## config.mk

```make
export PLATFORM = sky130hd
export DESIGN_NAME = rpn_op_sequencer_flat
export DESIGN_NICKNAME = d
export VERILOG_FILES = /design/src/rtl/rpn_op_sequencer_if.sv /design/src/rtl/rpn_op_sequencer.sv /design/src/flat_wrapper.sv
export SDC_FILE = /design/constraint.sdc
export NUM_CORES = 1
export LEC_CHECK = 0
export BUFFER_PORTS_ARGS = -buffer_cell sky130_fd_sc_hd__clkbuf_2
export CAP_MARGIN = 25
export CORE_ASPECT_RATIO = 0.7
export CORE_MARGIN = 1
export CORE_UTILIZATION = 25
export CTS_CLUSTER_DIAMETER = 80
export DETAILED_ROUTE_END_ITERATION = 8
export SLEW_MARGIN = 25
export SYNTH_ARGS = -nofsm -noshare
export SYNTH_HDL_FRONTEND = slang
export SYNTH_SLANG_ARGS = --single-unit
```

## constraint.sdc

```tcl
create_clock -name clk -period 2.2 [get_ports clk]
set_input_delay 0 -clock clk [delete_from_list [all_inputs] [get_ports clk]]
set_output_delay 0 -clock clk [all_outputs]
set_load 0.005 [all_outputs]
```

## src/rtl/rpn_op_sequencer_if.sv

```systemverilog
// Token / stack-ALU opcode / result bundle for rpn_op_sequencer.
// master: the sequencer. slave: the token source, stack ALU and result sink.
interface rpn_op_sequencer_if #(
  parameter int N     = 4,
  parameter int DEPTH = 8
);
  localparam int D = $clog2(DEPTH + 1);

  logic         tok_valid;
  logic         tok_ready;
  logic [1:0]   tok_kind;
  logic [N-1:0] tok_data;

  logic         alu_strobe;
  logic [2:0]   alu_opcode;
  logic [N-1:0] alu_data;
  logic [N-1:0] alu_result;
  logic         alu_overflow;

  logic         res_valid;
  logic         res_ready;
  logic [N-1:0] res_data;
  logic         res_ovf;

  logic         err;
  logic [1:0]   err_code;
  logic [D-1:0] depth;

  modport master (
    input  tok_valid, tok_kind, tok_data, alu_result, alu_overflow, res_ready,
    output tok_ready, alu_strobe, alu_opcode, alu_data,
           res_valid, res_data, res_ovf, err, err_code, depth
  );

  modport slave (
    output tok_valid, tok_kind, tok_data, alu_result, alu_overflow, res_ready,
    input  tok_ready, alu_strobe, alu_opcode, alu_data,
           res_valid, res_data, res_ovf, err, err_code, depth
  );
endinterface

```

## src/rtl/rpn_op_sequencer.sv

```systemverilog
// RPN token sequencer driving a downstream stack ALU with one-cycle opcode
// strobes, tracking a shadow stack depth and rejecting malformed expressions.
// Optional feature: define RPN_ERR_FLUSH_EN to make ERROR recoverable
// (discard tokens up to an end token, then pop the ALU stack empty in DRAIN).
//
// state   | meaning
// --------+-------------------------------------------------------------
// IDLE    | ready for a token; all stack checks done here
// ISSUE   | one-cycle strobe of the latched opcode/data to the ALU
// WAIT    | ALU result/overflow valid; fold overflow or capture result
// RESULT  | expression value presented until res_ready
// ERROR   | malformed expression; err/err_code held
// DRAIN   | (RPN_ERR_FLUSH_EN) pop ALU stack, one pop per two cycles
module rpn_op_sequencer #(
  parameter int N     = 4,
  parameter int DEPTH = 8
) (
  input  logic                clk,
  input  logic                rst,
  rpn_op_sequencer_if.master  bus
);
  localparam int D = $clog2(DEPTH + 1);
  localparam logic [D-1:0] DEPTH_MAX = D'(DEPTH);

  localparam logic [1:0] K_OPND = 2'b00;
  localparam logic [1:0] K_ADD  = 2'b01;
  localparam logic [1:0] K_MUL  = 2'b10;
  localparam logic [1:0] K_END  = 2'b11;

  localparam logic [2:0] OP_NONE = 3'b000;
  localparam logic [2:0] OP_ADD  = 3'b100;
  localparam logic [2:0] OP_MUL  = 3'b101;
  localparam logic [2:0] OP_PUSH = 3'b110;
  localparam logic [2:0] OP_POP  = 3'b111;

  localparam logic [1:0] E_FULL  = 2'b01;
  localparam logic [1:0] E_UNDER = 2'b10;
  localparam logic [1:0] E_END   = 2'b11;

`ifdef RPN_ERR_FLUSH_EN
  typedef enum logic [2:0] {
    S_IDLE, S_ISSUE, S_WAIT, S_RESULT, S_ERROR, S_DRAIN
  } state_t;
`else
  typedef enum logic [2:0] {
    S_IDLE, S_ISSUE, S_WAIT, S_RESULT, S_ERROR
  } state_t;
`endif

  state_t       state_q, state_nxt;
  logic [D-1:0] depth_q, depth_nxt;
  logic [2:0]   op_q, op_nxt;
  logic [N-1:0] data_q, data_nxt;
  logic         ovf_acc_q, ovf_acc_nxt;
  logic [N-1:0] res_data_q, res_data_nxt;
  logic         res_ovf_q, res_ovf_nxt;
  logic         err_q, err_nxt;
  logic [1:0]   err_code_q, err_code_nxt;
`ifdef RPN_ERR_FLUSH_EN
  logic         gap_q, gap_nxt;
`endif

  logic         tok_ready_c;
  logic         strobe_c;
  logic [2:0]   opcode_c;
  logic [N-1:0] alu_data_c;

  // State and datapath registers; reset abandons everything at once.
  always_ff @(posedge clk) begin
    if (rst) begin
      state_q    <= S_IDLE;
      depth_q    <= '0;
      op_q       <= OP_NONE;
      data_q     <= '0;
      ovf_acc_q  <= 1'b0;
      res_data_q <= '0;
      res_ovf_q  <= 1'b0;
      err_q      <= 1'b0;
      err_code_q <= 2'b00;
`ifdef RPN_ERR_FLUSH_EN
      gap_q      <= 1'b0;
`endif
    end else begin
      state_q    <= state_nxt;
      depth_q    <= depth_nxt;
      op_q       <= op_nxt;
      data_q     <= data_nxt;
      ovf_acc_q  <= ovf_acc_nxt;
      res_data_q <= res_data_nxt;
      res_ovf_q  <= res_ovf_nxt;
      err_q      <= err_nxt;
      err_code_q <= err_code_nxt;
`ifdef RPN_ERR_FLUSH_EN
      gap_q      <= gap_nxt;
`endif
    end
  end

  // Next-state, depth bookkeeping and strobe generation.
  always_comb begin
    state_nxt    = state_q;
    depth_nxt    = depth_q;
    op_nxt       = op_q;
    data_nxt     = data_q;
    ovf_acc_nxt  = ovf_acc_q;
    res_data_nxt = res_data_q;
    res_ovf_nxt  = res_ovf_q;
    err_nxt      = err_q;
    err_code_nxt = err_code_q;
`ifdef RPN_ERR_FLUSH_EN
    gap_nxt      = gap_q;
`endif
    tok_ready_c  = 1'b0;
    strobe_c     = 1'b0;
    opcode_c     = OP_NONE;
    alu_data_c   = '0;

    case (state_q)
      S_IDLE: begin
        tok_ready_c = 1'b1;
        if (bus.tok_valid) begin
          // Checks use the depth before this token; errors leave depth as is.
          case (bus.tok_kind)
            K_OPND: begin
              if (depth_q == DEPTH_MAX) begin
                err_nxt      = 1'b1;
                err_code_nxt = E_FULL;
                state_nxt    = S_ERROR;
              end else begin
                op_nxt    = OP_PUSH;
                data_nxt  = bus.tok_data;
                depth_nxt = depth_q + D'(1);
                state_nxt = S_ISSUE;
              end
            end
            K_ADD, K_MUL: begin
              if (depth_q < D'(2)) begin
                err_nxt      = 1'b1;
                err_code_nxt = E_UNDER;
                state_nxt    = S_ERROR;
              end else begin
                op_nxt    = (bus.tok_kind == K_ADD) ? OP_ADD : OP_MUL;
                data_nxt  = '0;
                depth_nxt = depth_q - D'(1);
                state_nxt = S_ISSUE;
              end
            end
            K_END: begin
              if (depth_q != D'(1)) begin
                err_nxt      = 1'b1;
                err_code_nxt = E_END;
                state_nxt    = S_ERROR;
              end else begin
                op_nxt    = OP_POP;
                data_nxt  = '0;
                depth_nxt = '0;
                state_nxt = S_ISSUE;
              end
            end
            default: state_nxt = S_IDLE;
          endcase
        end
      end

      S_ISSUE: begin
        strobe_c   = 1'b1;
        opcode_c   = op_q;
        alu_data_c = data_q;
        state_nxt  = S_WAIT;
      end

      S_WAIT: begin
        case (op_q)
          OP_ADD, OP_MUL: begin
            ovf_acc_nxt = ovf_acc_q | bus.alu_overflow;
            state_nxt   = S_IDLE;
          end
          OP_POP: begin
            res_data_nxt = bus.alu_result;
            res_ovf_nxt  = ovf_acc_q;
            state_nxt    = S_RESULT;
          end
          default: state_nxt = S_IDLE;
        endcase
      end

      S_RESULT: begin
        if (bus.res_ready) begin
          ovf_acc_nxt = 1'b0;
          state_nxt   = S_IDLE;
        end
      end

      S_ERROR: begin
`ifdef RPN_ERR_FLUSH_EN
        // Swallow the rest of the bad expression up to its end token.
        tok_ready_c = 1'b1;
        if (bus.tok_valid && (bus.tok_kind == K_END)) begin
          gap_nxt   = 1'b0;
          state_nxt = S_DRAIN;
        end
`endif
      end

`ifdef RPN_ERR_FLUSH_EN
      S_DRAIN: begin
        // Empty the ALU stack so the next expression starts clean.
        if (depth_q == '0) begin
          err_nxt      = 1'b0;
          err_code_nxt = 2'b00;
          ovf_acc_nxt  = 1'b0;
          state_nxt    = S_IDLE;
        end else if (!gap_q) begin
          strobe_c  = 1'b1;
          opcode_c  = OP_POP;
          depth_nxt = depth_q - D'(1);
          gap_nxt   = 1'b1;
        end else begin
          gap_nxt = 1'b0;
        end
      end
`endif

      default: state_nxt = S_IDLE;
    endcase
  end

  // Drive the interface outputs.
  assign bus.tok_ready  = tok_ready_c;
  assign bus.alu_strobe = strobe_c;
  assign bus.alu_opcode = opcode_c;
  assign bus.alu_data   = alu_data_c;
  assign bus.res_valid  = (state_q == S_RESULT);
  assign bus.res_data   = res_data_q;
  assign bus.res_ovf    = res_ovf_q;
  assign bus.err        = err_q;
  assign bus.err_code   = err_code_q;
  assign bus.depth      = depth_q;

endmodule

```

## src/flat_wrapper.sv

```systemverilog
// flat-port wrapper written by rule: the top's interface ports become plain ports
module rpn_op_sequencer_flat 
#(
  parameter int N     = 4,
  parameter int DEPTH = 8
)
  (clk, rst, bus_tok_valid, bus_tok_kind, bus_tok_data, bus_alu_result, bus_alu_overflow, bus_res_ready, bus_tok_ready, bus_alu_strobe, bus_alu_opcode, bus_alu_data, bus_res_valid, bus_res_data, bus_res_ovf, bus_err, bus_err_code, bus_depth);
  rpn_op_sequencer_if #(.N(N), .DEPTH(DEPTH)) bus_i ();
  input  logic clk;
  input  logic rst;
  input wire logic [$bits(bus_i.tok_valid)-1:0] bus_tok_valid;
  input wire logic [$bits(bus_i.tok_kind)-1:0] bus_tok_kind;
  input wire logic [$bits(bus_i.tok_data)-1:0] bus_tok_data;
  input wire logic [$bits(bus_i.alu_result)-1:0] bus_alu_result;
  input wire logic [$bits(bus_i.alu_overflow)-1:0] bus_alu_overflow;
  input wire logic [$bits(bus_i.res_ready)-1:0] bus_res_ready;
  output wire logic [$bits(bus_i.tok_ready)-1:0] bus_tok_ready;
  output wire logic [$bits(bus_i.alu_strobe)-1:0] bus_alu_strobe;
  output wire logic [$bits(bus_i.alu_opcode)-1:0] bus_alu_opcode;
  output wire logic [$bits(bus_i.alu_data)-1:0] bus_alu_data;
  output wire logic [$bits(bus_i.res_valid)-1:0] bus_res_valid;
  output wire logic [$bits(bus_i.res_data)-1:0] bus_res_data;
  output wire logic [$bits(bus_i.res_ovf)-1:0] bus_res_ovf;
  output wire logic [$bits(bus_i.err)-1:0] bus_err;
  output wire logic [$bits(bus_i.err_code)-1:0] bus_err_code;
  output wire logic [$bits(bus_i.depth)-1:0] bus_depth;
  assign bus_i.tok_valid = bus_tok_valid;
  assign bus_i.tok_kind = bus_tok_kind;
  assign bus_i.tok_data = bus_tok_data;
  assign bus_i.alu_result = bus_alu_result;
  assign bus_i.alu_overflow = bus_alu_overflow;
  assign bus_i.res_ready = bus_res_ready;
  assign bus_tok_ready = bus_i.tok_ready;
  assign bus_alu_strobe = bus_i.alu_strobe;
  assign bus_alu_opcode = bus_i.alu_opcode;
  assign bus_alu_data = bus_i.alu_data;
  assign bus_res_valid = bus_i.res_valid;
  assign bus_res_data = bus_i.res_data;
  assign bus_res_ovf = bus_i.res_ovf;
  assign bus_err = bus_i.err;
  assign bus_err_code = bus_i.err_code;
  assign bus_depth = bus_i.depth;
  rpn_op_sequencer #(.N(N), .DEPTH(DEPTH)) u_core (.clk(clk), .rst(rst), .bus(bus_i));
endmodule
```

Word-level counts from Yosys, hierarchy flattened
Index checks and enable logic that the tools add are counted.

operators by class
  $add $sub $neg = 2
  magnitude comparators = 1
  eq/ne operators = 21
  muxes and demuxes = 35
  bitwise operators = 2
  reductions and logical operators = 10

operator list
  cell                 count
  $mux 3               9
  $mux 4               6
  $pmux 4 s3           2
  $pmux 3 s3           2
  $pmux 3 s5           1
  $eq 3x3->1 const B   4
  $ne 2x2->1 const B   6
  $reduce_and 5->1     2
  $mux 1               8
  $mux 2               4
  $eq 3x2->1 const B   2
  $ne 2x1->1 const B   3
  $pmux 2 s3           1
  $reduce_and 3->1     2
  $add 4x1->4 const B  1
  $eq 2x2->1 const B   2
  $eq 4x4->1 const B   1
  $lt 4x2->1 const B   1
  $ne 4x1->1 const B   1
  $reduce_or 2->1      2
  $sub 4x1->4 const B  1
  $eq 3x1->1 const B   1
  $logic_not 3->1      1
  $pmux 1 s3           1
  7 further kinds      7

storage, ports and cells
  bits in registers = 23
  input bits = 15
  output and inout bits = 22
  word-level logic and storage cells = 80

Depth between registers and ports, before layout
Gate-level depths: netlist of run 1.

  depth in word-level cells = 5
  mapped depth = 7
  depth with buffers taken out = 6

Worst setup path after synthesis of run 1
OpenSTA, ideal clock, no wires.

  kind = register to register
  start = register u_core.depth_q[0] (netlist: u_core.bus.depth[0])
  end = register u_core.depth_q[0] (netlist: u_core.bus.depth[0])
  setup time = 0.071 ns
  arrival = 1.941 ns
  required time = 2.129 ns
  path slack = 0.189 ns
  stages on the path, launching flop included = 6
  buffers on the path = 0
  cells stage by stage = dfxtp_1 ha_1 or3b_2 a22o_1 or4_1 a21oi_1

between the ends
  cells in the longest elaborated chain, start to end = 3
  elaborated cells between the ends (all ways) = 12
  classes of those cells = add/sub: 2; order compare: 1; eq/ne: 5; mux: 3; reduce/logical: 1

ends and longest elaborated chain
  item                                            line                     source
  start, declared                                 rpn_op_sequencer.sv:51   logic [D-1:0] depth_q, depth_nxt;
  start signal, assigned                          rpn_op_sequencer.sv:85   depth_q <= depth_nxt;
  $sub 4x1->4, or another cell as far along       rpn_op_sequencer.sv:144  depth_nxt = depth_q - D'(1);
  $mux 4, or another cell as far along            rpn_op_sequencer.sv:137  if (depth_q < D'(2)) begin
  $pmux 4 s3 or $reduce_and 5->1 (tied branches)  n/a

Several ways; a longest one is shown, not always the timed one. The select of a mux whose other input is x is not followed.
A chain may end at the register's enable or synchronous reset.

Final worst setup path of run 1
  start = register u_core.state_q[2]
  end = register u_core.depth_q[0] (netlist: u_core.bus.depth[0])

between the ends
  cells in the longest elaborated chain, start to end = 2

ends and longest elaborated chain
  item                        line                     source
  start, declared             rpn_op_sequencer.sv:50   state_t state_q, state_nxt;
  start signal, assigned      rpn_op_sequencer.sv:84   state_q <= state_nxt;
  $logic_not 3->1             rpn_op_sequencer.sv:118  case (state_q)
  $reduce_and 5->1 (no line)  n/a

Every way passes these cells.

==> metrics.log, run 1 <==
INFO  metric power.static_leakage = 0.716 nW
INFO  metric layout.nets = around 220
INFO  metric min-delay-path-class = in -> reg
INFO  metric post_drt_via_cell_ratio = roughly 4.8
INFO  metric leading_cell_type_by_number_of_instances_after_synthesis = sky130_fd_sc_hd__dfxtp_1
INFO  metric cts_post_setup_buffers_inserted = 0
INFO  metric synthFlopType = sky130_fd_sc_hd__dfxtp_1
INFO  metric worst-setup-path-type = reg -> reg
INFO  metric cts-root-buf = sky130_fd_sc_hd__clkbuf_8
INFO  metric ant_diodes = 0
INFO  metric rr_worst_depth = 4
INFO  metric synthToLayoutAreaGrowth = 34.4%
INFO  metric cap_viol_max_count = 0
INFO  metric cp_slowest_cell = sky130_fd_sc_hd__or4b_1
INFO  metric grt_antenna_before_repair = 0
INFO  metric worst_hold_path.num_cells = 3
INFO  metric post_synth_inst_count = approximately 150
INFO  metric cp_data_required_time = ~2.4 ns
INFO  metric grt_remaining_overflow = 0
INFO  metric drt_drc_violations_left = 0
INFO  metric h-tree-depth = 1
INFO  metric slew_headroom = 0.640
INFO  metric routedWlPerCell = 12.2 um
INFO  metric share_of_final_layout_standard_cells_stronger_than_drive_strength_1 = 0.282
INFO  metric async_reset_ff_frac = 0
INFO  metric tritoncts.num_buffers = 3
INFO  metric maximum_fanout_encountered_on_the_critical_timing_path = 10
INFO  metric yosysTopAreaCell = sky130_fd_sc_hd__dfxtp_1
INFO  metric floorplan.initialDensity = 0.261
INFO  metric std_cell_rows = 21
INFO  metric synthesis.nets = around 170
INFO  metric report.final.hold_viol_count = 0
INFO  metric yosysWarnings = 0
INFO  metric ant_nets = 0
INFO  metric irDropWorstVdd = approximately 0.22 mV
INFO  metric hold-path-endpoint = u_core.ovf_acc_q
INFO  metric regToRegSetupSlack = roughly 0.16 ns
INFO  metric holdCritStartpoint = bus_alu_overflow
INFO  metric cts.path.max_buffers = 2
INFO  metric placeableCoreArea = around 0.0048 mm2
INFO  metric buffer_ports.inserted = 36
INFO  metric synth_largest_type_area_fraction = 0.367
INFO  metric cellPowerDensity = ~610 mW/mm2
INFO  metric chipWidth = 86.7 um
INFO  metric groute.usage.overall = 0.127
INFO  metric post_synth.cell_area_avg = approximately 8.6 um2
INFO  metric synth_seq_area_share = 0.367
INFO  metric grt_first_pass_wirelength = between 5000 and 6000 um
INFO  metric numClockSinks = 23
INFO  metric firstDrtPassIters = 4
INFO  metric detail_route.iter0.violations = 73
INFO  metric cp-start-kind = flip-flop
INFO  metric routed_wl = roughly 3200 um
INFO  metric die_area = 0.00531 mm2
INFO  metric worst_setup_hold_path_clk_slew = around 0.08 ns
INFO  metric worst_r2r_endpoint = u_core.bus.depth[0]
INFO  metric worstMarginPinSlew = approximately 0.54 ns
INFO  metric timing.critical_path.arrival = between 2 and 2.5 ns
INFO  metric detailedPlacementHpwl = 2310 um
INFO  metric clock-skew-final = around 0.0011 ns
INFO  metric grt_start_max_net_pins = 25
INFO  metric ioPinCount = 37
INFO  metric rsz_0062_raised_after_global_routing = false
INFO  metric grt_pass1_vias = 1,031
INFO  metric final.hold.worst_slack = approximately 0.08 ns
INFO  metric setup_viol = 0
INFO  metric synth_cell_type_count = 37
INFO  metric critical_path.cell_chain = or4b_1 -> a21o_4 -> or4_1 -> a21oi_1
INFO  metric setup_total_negative_slack = 0 ns
INFO  metric ys_seq_elements = 23
INFO  metric clock_latency = ~0.26 ns
INFO  metric synth_cell_count_leaders = 23 x sky130_fd_sc_hd__dfxtp_1, 16 x sky130_fd_sc_hd__nor2_1, 13 x sky130_fd_sc_hd__a21oi_1
INFO  metric netlist_area = around 0.0013 mm2
INFO  metric cp_slowest_stage_delay = a little under 0.7 ns
INFO  metric slew_violations = 0
INFO  metric critical_path.reg2reg.startpoint = u_core.state_q[2]
INFO  metric dr_total_vias = around 1,300
INFO  metric status = completed
INFO  metric synthTopCellsByArea = sky130_fd_sc_hd__dfxtp_1 37%, sky130_fd_sc_hd__ha_1 7.0%, sky130_fd_sc_hd__a21oi_1 5.2%
INFO  metric place.gp.congestion = 0.754
INFO  metric synth_enable_flop_cells = 0
INFO  metric tritoncts_clock_tree = yes
INFO  metric endpoint_kind = flip-flop
INFO  metric fmax = approximately 500 MHz
INFO  metric finalWorstPathRequiredPeriod = 2.04 ns
INFO  metric die_ht = 61.3 um
INFO  metric finalCritPeriodShare = 0.928
cell families (layout without fill, tap and decap cells):
family / count (synthesis) / in the layout / synth area share
adders and majority gates: 7 / 7 / 0.0698
and+or+nand+nor: 55 / 55 / 0.255
DFF: 23 / 23 / 0.367
muxes: 6 / 6 / 0.0479
AOI/OAI and AO/OA: 41 / 41 / 0.216
buffers and inverters: 14 / 63 / 0.0439
where the power goes:
| part | switching (mW) | total (mW) | internal, mW |
|---|---|---|---|
| clock network | 0.141 | 0.268 | 0.127 |
| registers | 0.0223 | 0.468 | 0.446 |
| logic | 0.161 | 0.298 | 0.137 |
area by class of cell:
cell class	instances	area, um2
fillers	529	3120
clock buffers	3	41.3
inverters	5	18.8
flip-flops and latches	23	460
clock inverters	1	5.00
multi-input cells	109	739
repair buffers	54	335
well taps	69	86.3
stage by stage:
| step | total power, mW | area, um2 | std cells | setup slack (ns) | util |
|---|---|---|---|---|---|
| 2_1_floorplan | 0.652 | 1250 | 146 | 0.189 | - |
| 3_3_place_gp | 0.762 | 1560 | 252 | 0.209 | 0.324 |
| 3_5_place_dp | 0.765 | 1560 | 252 | 0.178 | 0.324 |
| 4_1_cts | 1.05 | 1690 | 264 | 0.151 | 0.351 |
| 5_1_grt | 1.10 | 1690 | 264 | 0.0442 | 0.351 |
| 6_report | 1.03 | 1690 | 264 | 0.158 | 0.351 |
placed cells by master (no fill, tap or decap), types with 2 or more instances in the layout:
master | Yosys | final
sky130_fd_sc_hd__clkbuf_2 | 0 | 36
sky130_fd_sc_hd__dfxtp_1 | 23 | 23
sky130_fd_sc_hd__nor2_1 | 16 | 16
sky130_fd_sc_hd__a21oi_1 | 13 | 13
sky130_fd_sc_hd__o21ai_0 | 10 | 10
sky130_fd_sc_hd__buf_4 | 0 | 10
sky130_fd_sc_hd__and2_1 | 8 | 8
sky130_fd_sc_hd__dlygate4sd3_1 | 0 | 8
sky130_fd_sc_hd__ha_1 | 7 | 7
sky130_fd_sc_hd__mux2i_1 | 6 | 6
sky130_fd_sc_hd__inv_1 | 5 | 5
sky130_fd_sc_hd__nor3_1 | 5 | 5
sky130_fd_sc_hd__nand4_1 | 5 | 5
sky130_fd_sc_hd__nand2_1 | 4 | 4
sky130_fd_sc_hd__a311oi_1 | 3 | 3
sky130_fd_sc_hd__a211oi_1 | 3 | 3
sky130_fd_sc_hd__clkbuf_8 | 0 | 3
sky130_fd_sc_hd__and3b_1 | 2 | 2
sky130_fd_sc_hd__nor4bb_1 | 2 | 2
sky130_fd_sc_hd__nor2b_1 | 2 | 2
sky130_fd_sc_hd__or4_1 | 2 | 2
sky130_fd_sc_hd__o31a_1 | 2 | 2
sky130_fd_sc_hd__o31ai_1 | 2 | 2
sky130_fd_sc_hd__a31oi_1 | 2 | 2
registers in the layout (all words and copies together) (netlist names):
register,cells
u_core.bus.depth,4
u_core.state_q,3
u_core.data_q,4
u_core.ovf_acc_q,1
u_core.op_q,3
u_core.bus.res_data,4
u_core.bus.err_code,2
u_core.bus.err,1
u_core.bus.res_ovf,1
worst max-delay path by stage:
| stage | start | end | slack, ns | depth (start not counted) |
|---|---|---|---|---|
| global placement | u_core.bus.depth[1] | u_core.bus.depth[0] | 0.21 | 6 |
| finish | u_core.state_q[2] | u_core.bus.depth[0] | 0.16 | 4 |
| global route | u_core.bus.depth[1] | u_core.bus.depth[0] | 0.04 | 6 |
| floorplan | u_core.bus.depth[0] | u_core.bus.depth[0] | 0.19 | 5 |
| CTS | u_core.bus.depth[1] | u_core.bus.depth[0] | 0.15 | 6 |
| detailed placement | u_core.bus.depth[1] | u_core.bus.depth[0] | 0.18 | 6 |
layer usage:
metal  track usage  wire length [um]  up-vias
li1              -                 -      638
met1         0.178              1610      571
met2         0.193              1340       43
met3        0.0308               222        2
met4        0.0429                34        0
met5             0                 0        -
timing repair:
item,4_1_cts,5_1_grt
endpoints found under the hold margin,8,0
resized for setup,0,0
hold buffers,8,0
critical path, delay by kind of cell, from the launching register on:
| family | cells | cell delay, ns |
|---|---|---|
| compound gates | 2 | 0.43 |
| flops | 1 | 0.39 |
| simple gates | 2 | 1.15 |
No activity file was read; power rests on OpenSTA's default activity.
==> inputs of run 2 (changes only) <==
--- a/config.mk
+++ b/config.mk
@@ -5,6 +5,7 @@
 export SDC_FILE = /design/constraint.sdc
 export NUM_CORES = 1
 export LEC_CHECK = 0
+export ABC_AREA = 1
 export BUFFER_PORTS_ARGS = -buffer_cell sky130_fd_sc_hd__clkbuf_2
 export CAP_MARGIN = 25
 export CORE_ASPECT_RATIO = 0.7
==> run 2 against run 1 <==
  * Flip-flop and latch count unchanged
  * Clock-buffer cell count did not move
  * Via count fell by 0.32%
  * Critical path depth increased by 4
  * Sequential power increased by 5.3%
  * Core utilization shrank 1.3 points
  * Power is 2.5% higher
  * Sequential share of layout area increased by 0.86 points
  * Design area shrank 3.0%
  * Critical endpoint is now u_core.op_q[0]
==> metrics.log, run 2 <==
INFO  metric endpoint_kind = flip-flop (unchanged)
INFO  metric async_reset_ff_frac = 0 (unchanged)
INFO  metric detail_route.iter0.violations = 67 (was 73)
INFO  metric netlist_area = 0.00127 mm2 (was 0.00125 mm2)
INFO  metric layout.cells.most_common = sky130_fd_sc_hd__clkbuf_2 (unchanged)
INFO  metric post_synth_inst_count = 185 (was 146)
INFO  metric cts_post_setup_buffers_inserted = 0 (unchanged)
INFO  metric grt_antenna_before_repair = 0 (unchanged)
INFO  metric stdcell_count = 298 (was 264)
INFO  metric rr_worst_depth = 8 (was 4)
INFO  metric numClockSinks = 23 (unchanged)
INFO  metric synthToLayoutAreaGrowth = 28.8% (was 34.4%)
INFO  metric groute.usage.overall = 0.120 (was 0.127)
INFO  metric worst_hold_path.num_cells = 2 (was 3)
INFO  metric cts-root-buf = sky130_fd_sc_hd__clkbuf_8 (unchanged)
INFO  metric fin_total_pwr = 1.06 mW (was 1.03 mW)
INFO  metric gr-usage-met1 = 0.157 (was 0.178)
INFO  metric buffer_ports.inserted = 36 (unchanged)
INFO  metric synth_cell_count_leaders = 32 x sky130_fd_sc_hd__nand2_1, 31 x sky130_fd_sc_hd__nor2_1, 23 x sky130_fd_sc_hd__dfxtp_1, 23 x sky130_fd_sc_hd__inv_1, 15 x sky130_fd_sc_hd__a21oi_1 (was 23 x sky130_fd_sc_hd__dfxtp_1, 16 x sky130_fd_sc_hd__nor2_1, 13 x sky130_fd_sc_hd__a21oi_1)
INFO  metric layout.nets = 252 (was 218)
INFO  metric timing.critical_path.arrival = 1.92 ns (was 2.23 ns)
INFO  metric firstDrtPassIters = 6 (was 4)
INFO  metric synth_cell_type_count = 25 (was 37)
INFO  metric grt_busiest_layer = met2 (unchanged)
INFO  metric hold-path-endpoint = u_core.bus.depth[2] (was u_core.ovf_acc_q)
INFO  metric drt_drc_violations_left = 0 (unchanged)
INFO  metric postPlaceCellArea = 0.00150 mm2 (was 0.00156 mm2)
INFO  metric share_of_final_layout_standard_cells_stronger_than_drive_strength_1 = 0.231 (was 0.282)
INFO  metric finalWorstSetupSlack = 0.429 ns (was 0.158 ns)
INFO  metric ant_diodes = 0 (unchanged)
INFO  metric cp_data_required_time = 2.35 ns (was 2.39 ns)
INFO  metric layout.filler_cells = 537 (was 529)
INFO  metric ant_nets = 0 (unchanged)
INFO  metric tritoncts.num_buffers = 3 (unchanged)
INFO  metric synthTopCellsByArea = sky130_fd_sc_hd__dfxtp_1 36%, sky130_fd_sc_hd__nand2_1 9.5%, sky130_fd_sc_hd__nor2_1 9.2% (was sky130_fd_sc_hd__dfxtp_1 37%, sky130_fd_sc_hd__ha_1 7.0%, sky130_fd_sc_hd__a21oi_1 5.2%)
INFO  metric die_ht = 61.6 um (was 61.3 um)
INFO  metric stdcell_area = 0.00164 mm2 (was 0.00169 mm2)
INFO  metric finalCoreUtilization = 0.338 (was 0.351)
INFO  metric ys_seq_elements = 23 (unchanged)
INFO  metric synthFlopType = sky130_fd_sc_hd__dfxtp_1 (unchanged)
INFO  metric leading_cell_type_by_number_of_instances_after_synthesis = sky130_fd_sc_hd__nand2_1 (was sky130_fd_sc_hd__dfxtp_1)
INFO  metric status = completed (unchanged)
INFO  metric final_cell_mix = 36 x sky130_fd_sc_hd__clkbuf_2, 32 x sky130_fd_sc_hd__nand2_1, 31 x sky130_fd_sc_hd__nor2_1 (was 36 x sky130_fd_sc_hd__clkbuf_2, 23 x sky130_fd_sc_hd__dfxtp_1, 16 x sky130_fd_sc_hd__nor2_1)
INFO  metric place.gp.congestion = 0.816 (was 0.754)
INFO  metric detailedPlacementHpwl = 2310 um (about the same)
INFO  metric synth_seq_area_share = 0.363 (was 0.367)
INFO  metric routedWlPerCell = 10.3 um (was 12.2 um)
INFO  metric yosysTopAreaCell = sky130_fd_sc_hd__dfxtp_1 (unchanged)
INFO  metric irDropWorstVdd = 0.320 mV (was 0.224 mV)
INFO  metric regToRegSetupSlack = 0.43 ns (was 0.16 ns)
INFO  metric post_drt_via_cell_ratio = 4.19 (was 4.75)
INFO  metric worst_r2r_endpoint = u_core.op_q[0] (was u_core.bus.depth[0])
INFO  metric slew_headroom = 0.678 (was 0.640)
INFO  metric dp.cells = 285 (was 252)
INFO  metric clock_latency = 0.26 ns (about the same)
INFO  metric dr_total_vias = 1,250 (was 1,254)
INFO  metric routed_wl = 3060 um (was 3210 um)
INFO  metric worst_setup_hold_path_clk_slew = 0.08 ns (about the same)
INFO  metric floorplan.initialDensity = 0.263 (was 0.261)
INFO  metric clock-skew-final = 0.00303 ns (was 0.00114 ns)
INFO  metric cts.path.max_buffers = 2 (unchanged)
INFO  metric placeableCoreArea = 0.00483 mm2 (was 0.00481 mm2)
INFO  metric post_synth.cell_area_avg = 6.86 um2 (was 8.60 um2)
INFO  metric synthesis.nets = 207 (was 168)
INFO  metric grt_start_max_net_pins = 14 (was 25)
INFO  metric grt_remaining_overflow = 0 (unchanged)
INFO  metric power.static_leakage = 0.763 nW (was 0.716 nW)
INFO  metric detailedPlace.worstSlack = 0.455 ns (was 0.178 ns)
INFO  metric report.final.hold_viol_count = 0 (unchanged)
INFO  metric maximum_fanout_encountered_on_the_critical_timing_path = 11 (was 10)
INFO  metric cap_viol_max_count = 0 (unchanged)
INFO  metric rsz_0062_raised_after_global_routing = false (unchanged)
INFO  metric h-tree-depth = 1 (unchanged)
INFO  metric cellPowerDensity = 648 mW/mm2 (was 613 mW/mm2)
INFO  metric slew_violations = 0 (unchanged)
INFO  metric finalWorstPathRequiredPeriod = 1.77 ns (was 2.04 ns)
INFO  metric setup_total_negative_slack = 0 ns (unchanged)
INFO  metric grt_util_met2 = 0.198 (was 0.193)
INFO  metric ioPinCount = 37 (unchanged)
INFO  metric cp-start-kind = flip-flop (unchanged)
INFO  metric die_area = 0.00537 mm2 (was 0.00531 mm2)
INFO  metric final.hold.worst_slack = 0.0691 ns (was 0.0812 ns)
INFO  metric critical_path.reg2reg.startpoint = u_core.bus.depth[0] (was u_core.state_q[2])
INFO  metric grt_pass1_vias = 1,026 (was 1,031)
INFO  metric fmax = 565 MHz (was 490 MHz)
INFO  metric holdCritStartpoint = rst (was bus_alu_overflow)
INFO  metric synth_enable_flop_cells = 0 (unchanged)
INFO  metric yosysWarnings = 0 (unchanged)
INFO  metric grt_first_pass_wirelength = 4820 um (was 5020 um)
INFO  metric worst-setup-path-type = reg -> reg (unchanged)
INFO  metric finalCritPeriodShare = 0.805 (was 0.928)
INFO  metric worstMarginPinSlew = 0.483 ns (was 0.540 ns)
INFO  metric chipWidth = 87.2 um (was 86.7 um)
INFO  metric grt_use_met3 = 0.0375 (was 0.0308)
INFO  metric tritoncts_clock_tree = yes (unchanged)
INFO  metric setup_viol = 0 (unchanged)
INFO  metric synth_largest_type_area_fraction = 0.363 (was 0.367)
INFO  metric std_cell_rows = 21 (unchanged)
INFO  metric min-delay-path-class = in -> reg (unchanged)
==> run 2: worst max-delay path, stage by stage (launching register included) <==
cell and delay [ns]:
sky130_fd_sc_hd__dfxtp_1 0.45, sky130_fd_sc_hd__inv_1 0.11, sky130_fd_sc_hd__ha_1 0.26, sky130_fd_sc_hd__nand4_1 0.12, sky130_fd_sc_hd__nand2_2 0.07, sky130_fd_sc_hd__nor2_2 0.40
sky130_fd_sc_hd__nand2_1 0.09, sky130_fd_sc_hd__o21ai_1 0.10, sky130_fd_sc_hd__nor2_1 0.05
==> run 2: timing repair <==
item | CTS | global route
gates resized for setup | 0 | 0
hold buffers | 9 | 0
hold endpoints to repair | 9 | 0
==> run 2: worst max path at each step <==
stage / from / to / slack [ns]
after floorplan: u_core.bus.depth[0] / u_core.bus.depth[2] / 0.79
after global routing: u_core.bus.depth[0] / u_core.op_q[0] / 0.25
after detailed placement: u_core.bus.depth[0] / u_core.op_q[0] / 0.46
final: u_core.bus.depth[0] / u_core.op_q[0] / 0.43
after global placement: u_core.bus.depth[0] / u_core.op_q[0] / 0.53
after CTS: u_core.bus.depth[0] / u_core.op_q[0] / 0.44
==> run 2: metal layers <==
layer / vias to the layer above / wire, um
li1: 674 / -
met1: 533 / 1560
met2: 41 / 1240
met3: 2 / 226
met4: 0 / 24
met5: - / 0
==> run 2: logic make-up after synthesis <==
logic type / count (synthesis) / share of synthesized area
AND/OR/NAND/NOR: 88 / 0.312
flip-flops: 23 / 0.363
adder cells (fa/ha/maj): 7 / 0.0690
AO/OA/AOI/OAI: 34 / 0.140
buffers and inverters: 32 / 0.109
XOR/XNOR: 1 / 0.00690
==> run 2: cell type report <==
| type | instances | area (um2) | area share |
|---|---|---|---|
| Multi-Input combinational cell | 130 | 671 | 0.410 |
| Sequential cell | 23 | 460 | 0.282 |
| Timing Repair Buffer | 45 | 270 | 0.165 |
| Inverter | 27 | 101 | 0.0620 |
| Tap cell | 69 | 86.3 | 0.0528 |
| Clock buffer | 3 | 41.3 | 0.0252 |
| Clock inverter | 1 | 5.00 | 0.00306 |
==> run 2: power by group <==
group          total, mW  switching [mW]  internal, mW  leakage, nW
Combinational      0.304           0.181         0.123        0.550
Clock              0.262           0.136         0.126       0.0255
Sequential         0.493          0.0409         0.452        0.187
